## src/rtl/conv_encoder_punct.sv

```systemverilog
// rtl/conv_encoder_punct.sv - K=7 convolutional encoder with 802.11 puncturing; tail flush selected by CONV_ENCODER_TAIL_EN
module conv_encoder_punct #(
    parameter int WIDTH = 24,
    parameter int CW    = $clog2(2*WIDTH+1)
) (
    input  logic                 aclk,
    input  logic                 aresetn,
    input  logic [WIDTH-1:0]     s_axis_tdata,
    input  logic [3:0]           s_axis_tuser,
    input  logic                 s_axis_tvalid,
    output logic                 s_axis_tready,
    input  logic                 s_axis_tlast,
    output logic [2*WIDTH-1:0]   m_axis_tdata,
    output logic [CW-1:0]        m_axis_tcount,
    output logic [3:0]           m_axis_tuser,
    output logic                 m_axis_tvalid,
    input  logic                 m_axis_tready,
    output logic                 m_axis_tlast
);

    localparam logic [1:0] PM_HALF   = 2'd0;
    localparam logic [1:0] PM_TWO3   = 2'd1;
    localparam logic [1:0] PM_THREE4 = 2'd2;

    typedef enum logic [1:0] {
        ST_IDLE = 2'd0,
        ST_BODY = 2'd1,
        ST_TAIL = 2'd2
    } state_t;

    // Rate code to puncturing mode: 9/18/36/54M are 3/4, 48M is 2/3, the rest 1/2.
    function automatic logic [1:0] f_mode(input logic [3:0] rate);
        logic [1:0] m;
        case (rate)
            4'b1111, 4'b1110, 4'b1101, 4'b1100: m = PM_THREE4;
            4'b1000:                            m = PM_TWO3;
            default:                            m = PM_HALF;
        endcase
        return m;
    endfunction

    // Coded bit count for a full data beat or for the 6-bit tail.
    function automatic logic [CW-1:0] f_count(input logic [1:0] mode, input logic tail);
        logic [CW-1:0] c;
        if (tail) begin
            case (mode)
                PM_TWO3:   c = CW'(9);
                PM_THREE4: c = CW'(8);
                default:   c = CW'(12);
            endcase
        end else begin
            case (mode)
                PM_TWO3:   c = CW'(3*WIDTH/2);
                PM_THREE4: c = CW'(4*WIDTH/3);
                default:   c = CW'(2*WIDTH);
            endcase
        end
        return c;
    endfunction

    // Pack the A/B streams LSB-first, dropping the punctured positions.
    // Unused high bits stay zero because a/b are zero beyond the valid bits.
    function automatic logic [2*WIDTH-1:0] f_punct(input logic [WIDTH-1:0] a,
                                                  input logic [WIDTH-1:0] b,
                                                  input logic [1:0]       mode);
        logic [2*WIDTH-1:0] o;
        o = '0;
        case (mode)
            PM_TWO3: begin
                for (int p = 0; p < WIDTH/2; p++) begin
                    o[3*p]   = a[2*p];
                    o[3*p+1] = b[2*p];
                    o[3*p+2] = a[2*p+1];
                end
            end
            PM_THREE4: begin
                for (int t = 0; t < WIDTH/3; t++) begin
                    o[4*t]   = a[3*t];
                    o[4*t+1] = b[3*t];
                    o[4*t+2] = a[3*t+1];
                    o[4*t+3] = b[3*t+2];
                end
            end
            default: begin
                for (int k = 0; k < WIDTH; k++) begin
                    o[2*k]   = a[k];
                    o[2*k+1] = b[k];
                end
            end
        endcase
        return o;
    endfunction

    state_t             r_state;
    state_t             w_state_nxt;
    logic [5:0]         r_hist;          // r_hist[5] is the most recent bit
    logic [3:0]         r_rate;
    logic               r_s_tready;

    logic               r_m_tvalid;
    logic [2*WIDTH-1:0] r_m_tdata;
    logic [CW-1:0]      r_m_tcount;
    logic [3:0]         r_m_tuser;
    logic               r_m_tlast;

    logic               r_skid_valid;
    logic [2*WIDTH-1:0] r_skid_tdata;
    logic [CW-1:0]      r_skid_tcount;
    logic [3:0]         r_skid_tuser;
    logic               r_skid_tlast;

    logic               w_in_hs;
    logic               w_out_free;
    logic               w_tail_gen;
    logic               w_new;
    logic               w_skid_nxt;
    logic [3:0]         w_rate;
    logic [1:0]         w_mode;
    logic [WIDTH+5:0]   w_x;
    logic [11:0]        w_xt;
    logic [WIDTH-1:0]   w_a_data;
    logic [WIDTH-1:0]   w_b_data;
    logic [5:0]         w_a_tail;
    logic [5:0]         w_b_tail;
    logic [WIDTH-1:0]   w_a_sel;
    logic [WIDTH-1:0]   w_b_sel;
    logic [2*WIDTH-1:0] w_new_tdata;
    logic [CW-1:0]      w_new_tcount;
    logic               w_new_tlast;

    assign w_in_hs    = s_axis_tvalid & r_s_tready;
    assign w_out_free = ~r_m_tvalid | m_axis_tready;

`ifdef CONV_ENCODER_TAIL_EN
    // The tail beat needs a free slot; the skid is the only place that can be full.
    assign w_tail_gen  = (r_state == ST_TAIL) & ~r_skid_valid;
    assign w_new_tlast = w_tail_gen;
`else
    assign w_tail_gen  = 1'b0;
    assign w_new_tlast = s_axis_tlast;
`endif

    assign w_new      = w_in_hs | w_tail_gen;
    assign w_skid_nxt = w_out_free ? 1'b0 : (r_skid_valid | w_new);

    // The first beat of a packet uses its own rate; later beats use the latched one.
    assign w_rate = (r_state == ST_IDLE) ? s_axis_tuser : r_rate;
    assign w_mode = f_mode(w_rate);

    // Extended bitstream: history below, current beat above, oldest bit at index 0.
    assign w_x  = {s_axis_tdata, r_hist};
    assign w_xt = {6'd0, r_hist};

    // Generator outputs: A = 133 octal (delays 0,2,3,5,6), B = 171 octal (delays 0,1,2,3,6).
    always_comb begin
        w_a_data = '0;
        w_b_data = '0;
        w_a_tail = '0;
        w_b_tail = '0;
        for (int k = 0; k < WIDTH; k++) begin
            w_a_data[k] = w_x[k+6] ^ w_x[k+4] ^ w_x[k+3] ^ w_x[k+1] ^ w_x[k];
            w_b_data[k] = w_x[k+6] ^ w_x[k+5] ^ w_x[k+4] ^ w_x[k+3] ^ w_x[k];
        end
        for (int j = 0; j < 6; j++) begin
            w_a_tail[j] = w_xt[j+6] ^ w_xt[j+4] ^ w_xt[j+3] ^ w_xt[j+1] ^ w_xt[j];
            w_b_tail[j] = w_xt[j+6] ^ w_xt[j+5] ^ w_xt[j+4] ^ w_xt[j+3] ^ w_xt[j];
        end
    end

    assign w_a_sel      = w_tail_gen ? WIDTH'(w_a_tail) : w_a_data;
    assign w_b_sel      = w_tail_gen ? WIDTH'(w_b_tail) : w_b_data;
    assign w_new_tdata  = f_punct(w_a_sel, w_b_sel, w_mode);
    assign w_new_tcount = f_count(w_mode, w_tail_gen);

    // Packet state register.
    always_ff @(posedge aclk) begin
        if (!aresetn) begin
            r_state <= ST_IDLE;
        end else begin
            r_state <= w_state_nxt;
        end
    end

    // Packet next-state: track start/middle of packet and the pending tail beat.
    always_comb begin
        w_state_nxt = r_state;
        case (r_state)
            ST_IDLE, ST_BODY: begin
                if (w_in_hs) begin
                    if (s_axis_tlast) begin
`ifdef CONV_ENCODER_TAIL_EN
                        w_state_nxt = ST_TAIL;
`else
                        w_state_nxt = ST_IDLE;
`endif
                    end else begin
                        w_state_nxt = ST_BODY;
                    end
                end
            end
            ST_TAIL: begin
                if (w_tail_gen) begin
                    w_state_nxt = ST_IDLE;
                end
            end
            default: w_state_nxt = ST_IDLE;
        endcase
    end

    // Encoder history and rate latch; history is kept for the tail and cleared once the packet is done.
    always_ff @(posedge aclk) begin
        if (!aresetn) begin
            r_hist <= '0;
            r_rate <= '0;
        end else if (w_in_hs) begin
            if (r_state == ST_IDLE) begin
                r_rate <= s_axis_tuser;
            end
`ifdef CONV_ENCODER_TAIL_EN
            r_hist <= s_axis_tdata[WIDTH-1 -: 6];
`else
            r_hist <= s_axis_tlast ? 6'd0 : s_axis_tdata[WIDTH-1 -: 6];
`endif
        end else if (w_tail_gen) begin
            r_hist <= '0;
        end
    end

    // Output register plus skid entry; the skid refills the output before any new beat.
    always_ff @(posedge aclk) begin
        if (!aresetn) begin
            r_s_tready    <= 1'b0;
            r_m_tvalid    <= 1'b0;
            r_m_tdata     <= '0;
            r_m_tcount    <= '0;
            r_m_tuser     <= '0;
            r_m_tlast     <= 1'b0;
            r_skid_valid  <= 1'b0;
            r_skid_tdata  <= '0;
            r_skid_tcount <= '0;
            r_skid_tuser  <= '0;
            r_skid_tlast  <= 1'b0;
        end else begin
            r_s_tready <= ~w_skid_nxt & (w_state_nxt != ST_TAIL);
            if (w_out_free) begin
                if (r_skid_valid) begin
                    r_m_tvalid   <= 1'b1;
                    r_m_tdata    <= r_skid_tdata;
                    r_m_tcount   <= r_skid_tcount;
                    r_m_tuser    <= r_skid_tuser;
                    r_m_tlast    <= r_skid_tlast;
                    r_skid_valid <= 1'b0;
                end else if (w_new) begin
                    r_m_tvalid <= 1'b1;
                    r_m_tdata  <= w_new_tdata;
                    r_m_tcount <= w_new_tcount;
                    r_m_tuser  <= w_rate;
                    r_m_tlast  <= w_new_tlast;
                end else begin
                    r_m_tvalid <= 1'b0;
                end
            end else if (w_new) begin
                r_skid_valid  <= 1'b1;
                r_skid_tdata  <= w_new_tdata;
                r_skid_tcount <= w_new_tcount;
                r_skid_tuser  <= w_rate;
                r_skid_tlast  <= w_new_tlast;
            end
        end
    end

    assign s_axis_tready = r_s_tready;
    assign m_axis_tvalid = r_m_tvalid;
    assign m_axis_tdata  = r_m_tdata;
    assign m_axis_tcount = r_m_tcount;
    assign m_axis_tuser  = r_m_tuser;
    assign m_axis_tlast  = r_m_tlast;

endmodule

```

## config.mk

```make
export PLATFORM = sky130hd
export DESIGN_NAME = conv_encoder_punct
export DESIGN_NICKNAME = d
export VERILOG_FILES = /design/src/rtl/conv_encoder_punct.sv
export SDC_FILE = /design/constraint.sdc
export NUM_CORES = 1
export LEC_CHECK = 0
export ABC_CLOCK_PERIOD_IN_PS = 3600
export CORE_MARGIN = 4
export CORE_UTILIZATION = 45
export DETAILED_ROUTE_END_ITERATION = 12
export GPL_TIMING_DRIVEN = 0
export PLACE_DENSITY = 0.67
export SLEW_MARGIN = 10
export SYNTH_ARGS = -nofsm -noshare
export SYNTH_HDL_FRONTEND = slang
export SYNTH_SLANG_ARGS = --single-unit
```

## constraint.sdc

```tcl
create_clock -name aclk -period 3.6 [get_ports aclk]
set_input_delay 0.72 -clock aclk [delete_from_list [all_inputs] [get_ports aclk]]
set_output_delay 0.72 -clock aclk [all_outputs]
set_load 0.03 [all_outputs]
```

== Word level (Yosys, flattened, before mapping) ==
Index checks and enable logic that the tools add are counted.
Storage, ports and cells
  bits in registers: 133
  bits in latches: 0
  memory bits (writable): 0
  bits in read-only memories: 0
  input port bits: 33
  output and inout port bits: 61
  memories: 0
Cells by class
  $add $sub $neg: 0
  $mul: 0
  divide/modulo/power cells: 0
  order comparisons: 0
  equal/unequal tests: 10
  shifts and indexed selects: 0
  mux-type cells: 21
  bitwise gates (word level): 200
  reductions and logical operators: 8
Operators with widths (count)
  $xor 1x1->1: 192
  $mux 48: 2
  $pmux 32 s2: 1
  $eq 4x4->1 const B: 5
  $mux 6: 3
  $mux 12: 1
  $mux 4: 3
  $pmux 5 s2: 1
  $pmux 2 s2: 2
  $pmux 4 s2: 1
  $mux 1: 6
  $reduce_or 2->1: 3
  $eq 2x1->1 const B: 2
  $eq 2x2->1 const B: 2
  $not 1->1: 4
  $reduce_and 2->1: 2
  $reduce_or 4->1: 1
  $and 1x1->1: 2
  $logic_not 2->1: 1
  $mux 2: 1
  $ne 2x2->1 const B: 1
  $or 1x1->1: 2
  $reduce_bool 2->1: 1

== Longest topological paths before layout ==
  word-level depth: 10
  mapped depth: 11

== Worst setup path after synthesis ==
Ideal clock, no wire load.
  path kind: in2reg
  start: input port s_axis_tuser[3]
  end: register r_m_tdata[15] (netlist: m_axis_tdata[15])
  library setup time: 126 ps
  arrival time: 2314 ps
  data required time: 3474 ps
  path slack: 1159 ps
  stages: 10
  buffers on the path: 1
  cell sequence: mux2i_1 > nand4b_1 > inv_1 > ha_1 > inv_1 > nor2_1 > nand2_1 > clkbuf_1 > nor2_1 > a211oi_2
Between the ends
  cells in the longest elaborated chain, start to end: 8
  elaborated cells between the ends (all ways): 13
  classes of those cells: eq/ne (7); mux (5); reduce/logical (1)
Ends and longest elaborated chain
  start: declaration: line 9  | input logic [3:0] s_axis_tuser,
  $mux 4 *
  $eq 4x4->1: line 34  | case (rate)
  $reduce_or 4->1: line 34
  $pmux 2 s2 *: line 34
  $eq 2x2->1 or $eq 2x1->1 (tied branches): line 68  | case (mode)
  $pmux 32 s2 *: line 68
  $mux 48 *: line 253  | end else if (w_new) begin
  $mux 48 *: line 246  | if (r_skid_valid) begin
  end signal: assignment: line 248  | r_m_tdata <= r_skid_tdata;
  end signal: assignment: line 255  | r_m_tdata <= w_new_tdata;
  end: declaration: line 101  | logic [2*WIDTH-1:0] r_m_tdata;
Every way passes the cells marked *; elsewhere a longest branch is shown, timed or not. The select of a mux whose other input is x is not followed.
A chain may end at the register's enable or synchronous reset.

== Worst setup path after layout ==
  start: register r_state[0]
  end: register r_m_tdata[25] (netlist: m_axis_tdata[25])
Between the ends
  cells in the longest elaborated chain, start to end: 9
  elaborated cells between the ends (all ways): 14
  classes of those cells: eq/ne (7); mux (5); reduce/logical (2)
Ends and longest elaborated chain
  start: declaration: line 94  | state_t r_state;
  start signal: assignment: line 180  | r_state <= w_state_nxt;
  $logic_not 2->1 *: line 147  | assign w_rate = (r_state == ST_IDLE) ? s_axis_tuser : r_rate;
  $mux 4 *
  $eq 4x4->1: line 34
  $reduce_or 4->1: line 34
  $pmux 2 s2 *: line 34
  $eq 2x2->1 or $eq 2x1->1 (tied branches): line 68
  $pmux 32 s2 *: line 68
  $mux 48 *: line 253
  $mux 48 *: line 246
Marked as above.

==> metrics.cfg <==
[detailed_routing]
met2_length_um=9523
ant_nets=0
wl_per_cell_um=20.36
drt_iter0_drc=821
drc=0
routed-wl-met3_um=1866
dr_total_vias=6327
vias_per_cell=6.031
routed.top_layer=met4
drtPass1Iterations=6
wl_met1_um=9446
routed_wl_um=21360

[sta]
worst_slack_ns=0.3516
fin_crit_ns=3.248
slew_violations=0
clock_skew_ns=0.007949
worst_pin_slew_ns=0.7327
hold_viol_final=0
finalSetupTns_ns=0
period_share_pct=90.23
holdWs_ns=0.4689
setup_viol=0
clock.fmax_mhz=307.8
rsz0062_at_grt=false
max_slew_margin_pct=51.16

[global_routing]
grt_max_degree=17
grt_pass1_wl_um=34020
grt_pass1_vias=6169
antenna_found_initial=0
grt_overflow_total=0
grt_usage_pct=24.48

[cts]
h-tree-depth=4
postCtsSetupBuffers=0
numCtsBuffers=17
postCtsResizedCells=0
clock_latency_ns=0.43
clock_path_buffers=2
cts_root_buf=clkbuf_16
cts_tree=built
clk_pin_slew_ns=0.06
cts.sinks=127
hold_buffers=0

[floorplanning]
floorplan.rows=45
die-height_um=132.1
dieArea_um2=17450
start_util_pct=45.77
die_w_um=132.1
ioPinCount=94
core_um2=15150

[yosys]
synth_edf_count=0
yosys_warnings=0
yosysTopAreaCell=dfxtp_1
synth_ff_type=dfxtp_1
synthArstFlopShare_pct=0
yosys.area.top_type_share_pct=36.68
netlist_instances=752
synth_top_cells_by_count=127 x dfxtp_1, 67 x xnor2_1, 54 x o21ai_0, 49 x clkbuf_1, 45 x nor2_1
synth_seq_area_share_pct=36.68
synthTopCellsByArea=dfxtp_1 37%, xnor2_1 8.5%, a22oi_1 4.7%
syn_area_um2=6932
ys_types=46
yosysMostFrequentCell=dfxtp_1
ys_seq_elements=127
avgSynthCellArea_um2=9.218

[placed_design]
dp_slack_ns=0.06670
globalplace.congestion=0.8975
io_buffer_count=76
post-dp-hpwl_um=16260

[power]
cellPowerDensity_nw_per_um2=540.3
ir_drop_mv=0.3285
p_leak_nw=3.078

[min_path]
worstHoldPathType=reg2reg

[setup_path]
critPathLaunchType=flop
worstPathRequired_ns=3.93
crit_type=reg2reg
critPathCaptureType=flop
critical_path.max_fanout=10
worstPathArrival_ns=3.58

[final_layout]
final_nets=884
diodes=0
syn_to_final_growth_pct=24.66
layout-drive-gt1-share_pct=10.22

[run_status]
outcome=completed

[job]
max_cap_violations=0

==> sequential cells by signal, summed over array words and instances, names as in the netlist <==
name,cells
m_axis_tlast,1
r_state,2
m_axis_tvalid,1
m_axis_tdata,48
r_skid_tlast,1
s_axis_tready,1
r_rate,4
m_axis_tcount,3
r_skid_tuser,4
r_skid_valid,1
r_skid_tdata,48
r_hist,6
r_skid_tcount,3
m_axis_tuser,4
==> cell type report <==
type | count | area, um^2
plain buffers | 81 | 381.6
flip-flops and latches | 127 | 2542
fillers | 1377 | 6505
well taps | 188 | 235.2
clock buffers | 19 | 442.9
repair buffers | 76 | 760.7
multi-input cells | 542 | 4000
inverters | 4 | 15.01
clock inverters | 12 | 262.8
==> final timing paths <==
kind,startpoint,endpoint,slack (ns),cells past startpoint
min,m_axis_tuser[0]$_SDFFE_PN0P_,m_axis_tuser[0]$_SDFFE_PN0P_,0.47,2
min reg2reg,m_axis_tuser[0]$_SDFFE_PN0P_,m_axis_tuser[0]$_SDFFE_PN0P_,0.47,2
max reg2reg,r_state[0]$_SDFF_PN0_,m_axis_tdata[25]$_SDFFE_PN0P_,0.35,11
max,r_state[0]$_SDFF_PN0_,m_axis_tdata[25]$_SDFFE_PN0P_,0.35,11
==> kinds of logic (layout without fill, tap and decap cells) <==
family | after synthesis | in the layout | share of synthesized area (%)
fa+ha+maj | 2 | 2 | 0.3610
other cells | 1 | 3 | 0.05410
buf+inv | 85 | 192 | 5.722
flops | 127 | 127 | 36.68
simple gates | 164 | 164 | 12.11
xor+xnor | 122 | 122 | 18.38
mux | 8 | 8 | 1.155
compound gates | 243 | 243 | 25.54
==> placed cells by master, fill, tap and decap left out, types with 16 or more instances in the layout <==
| cell type | instances |
|---|---|
| a211oi_1 | 21 |
| a21boi_0 | 16 |
| a22oi_1 | 43 |
| a32oi_1 | 27 |
| buf_2 | 17 |
| clkbuf_1 | 50 |
| clkbuf_16 | 17 |
| clkdlybuf4s50_1 | 76 |
| dfxtp_1 | 127 |
| nand2_1 | 44 |
| nand3b_1 | 36 |
| nor2_1 | 45 |
| o211ai_1 | 27 |
| o21ai_0 | 54 |
| xnor2_1 | 67 |
| xor2_1 | 34 |
==> critical path, stage by stage, from the launching register on <==
cell and delay (ns):
dfxtp_1 0.34, nor2_1 0.36, mux2i_1 0.41, nand4b_1 0.26, inv_1 0.07, ha_1 0.34, inv_1 0.15, nor2_1 0.11
nand2_1 0.29, clkbuf_1 0.45, nor2_1 0.11, a211oi_1 0.24
==> metrics by stage <==
step | instance area (um^2) | instances | util, % | total power (W)
2_1_floorplan | 6939 | 754 | - | 0.002224
6_report | 8641 | 1049 | 57.05 | 0.004669
3_5_place_dp | 7935 | 1018 | 52.39 | 0.002591
3_3_place_gp | 7935 | 1018 | 52.39 | 0.002574
5_1_grt | 8641 | 1049 | 57.05 | 0.004818
4_1_cts | 8641 | 1049 | 57.05 | 0.004660
==> where the power goes <==
group | leakage, nW | switching (W) | internal, W
sequential | 1.03 | 0.0000405 | 0.00148
combinational | 1.70 | 0.000679 | 0.000389
clock | 0.343 | 0.000638 | 0.00145
==> per-layer routing <==
metal  up-vias  track usage [%]
li1       2908                -
met1      3052            34.35
met2       324            36.69
met3        43            5.725
met4         0            9.102
met5         -                0
Note: power is estimated with default switching activity, not from simulation.
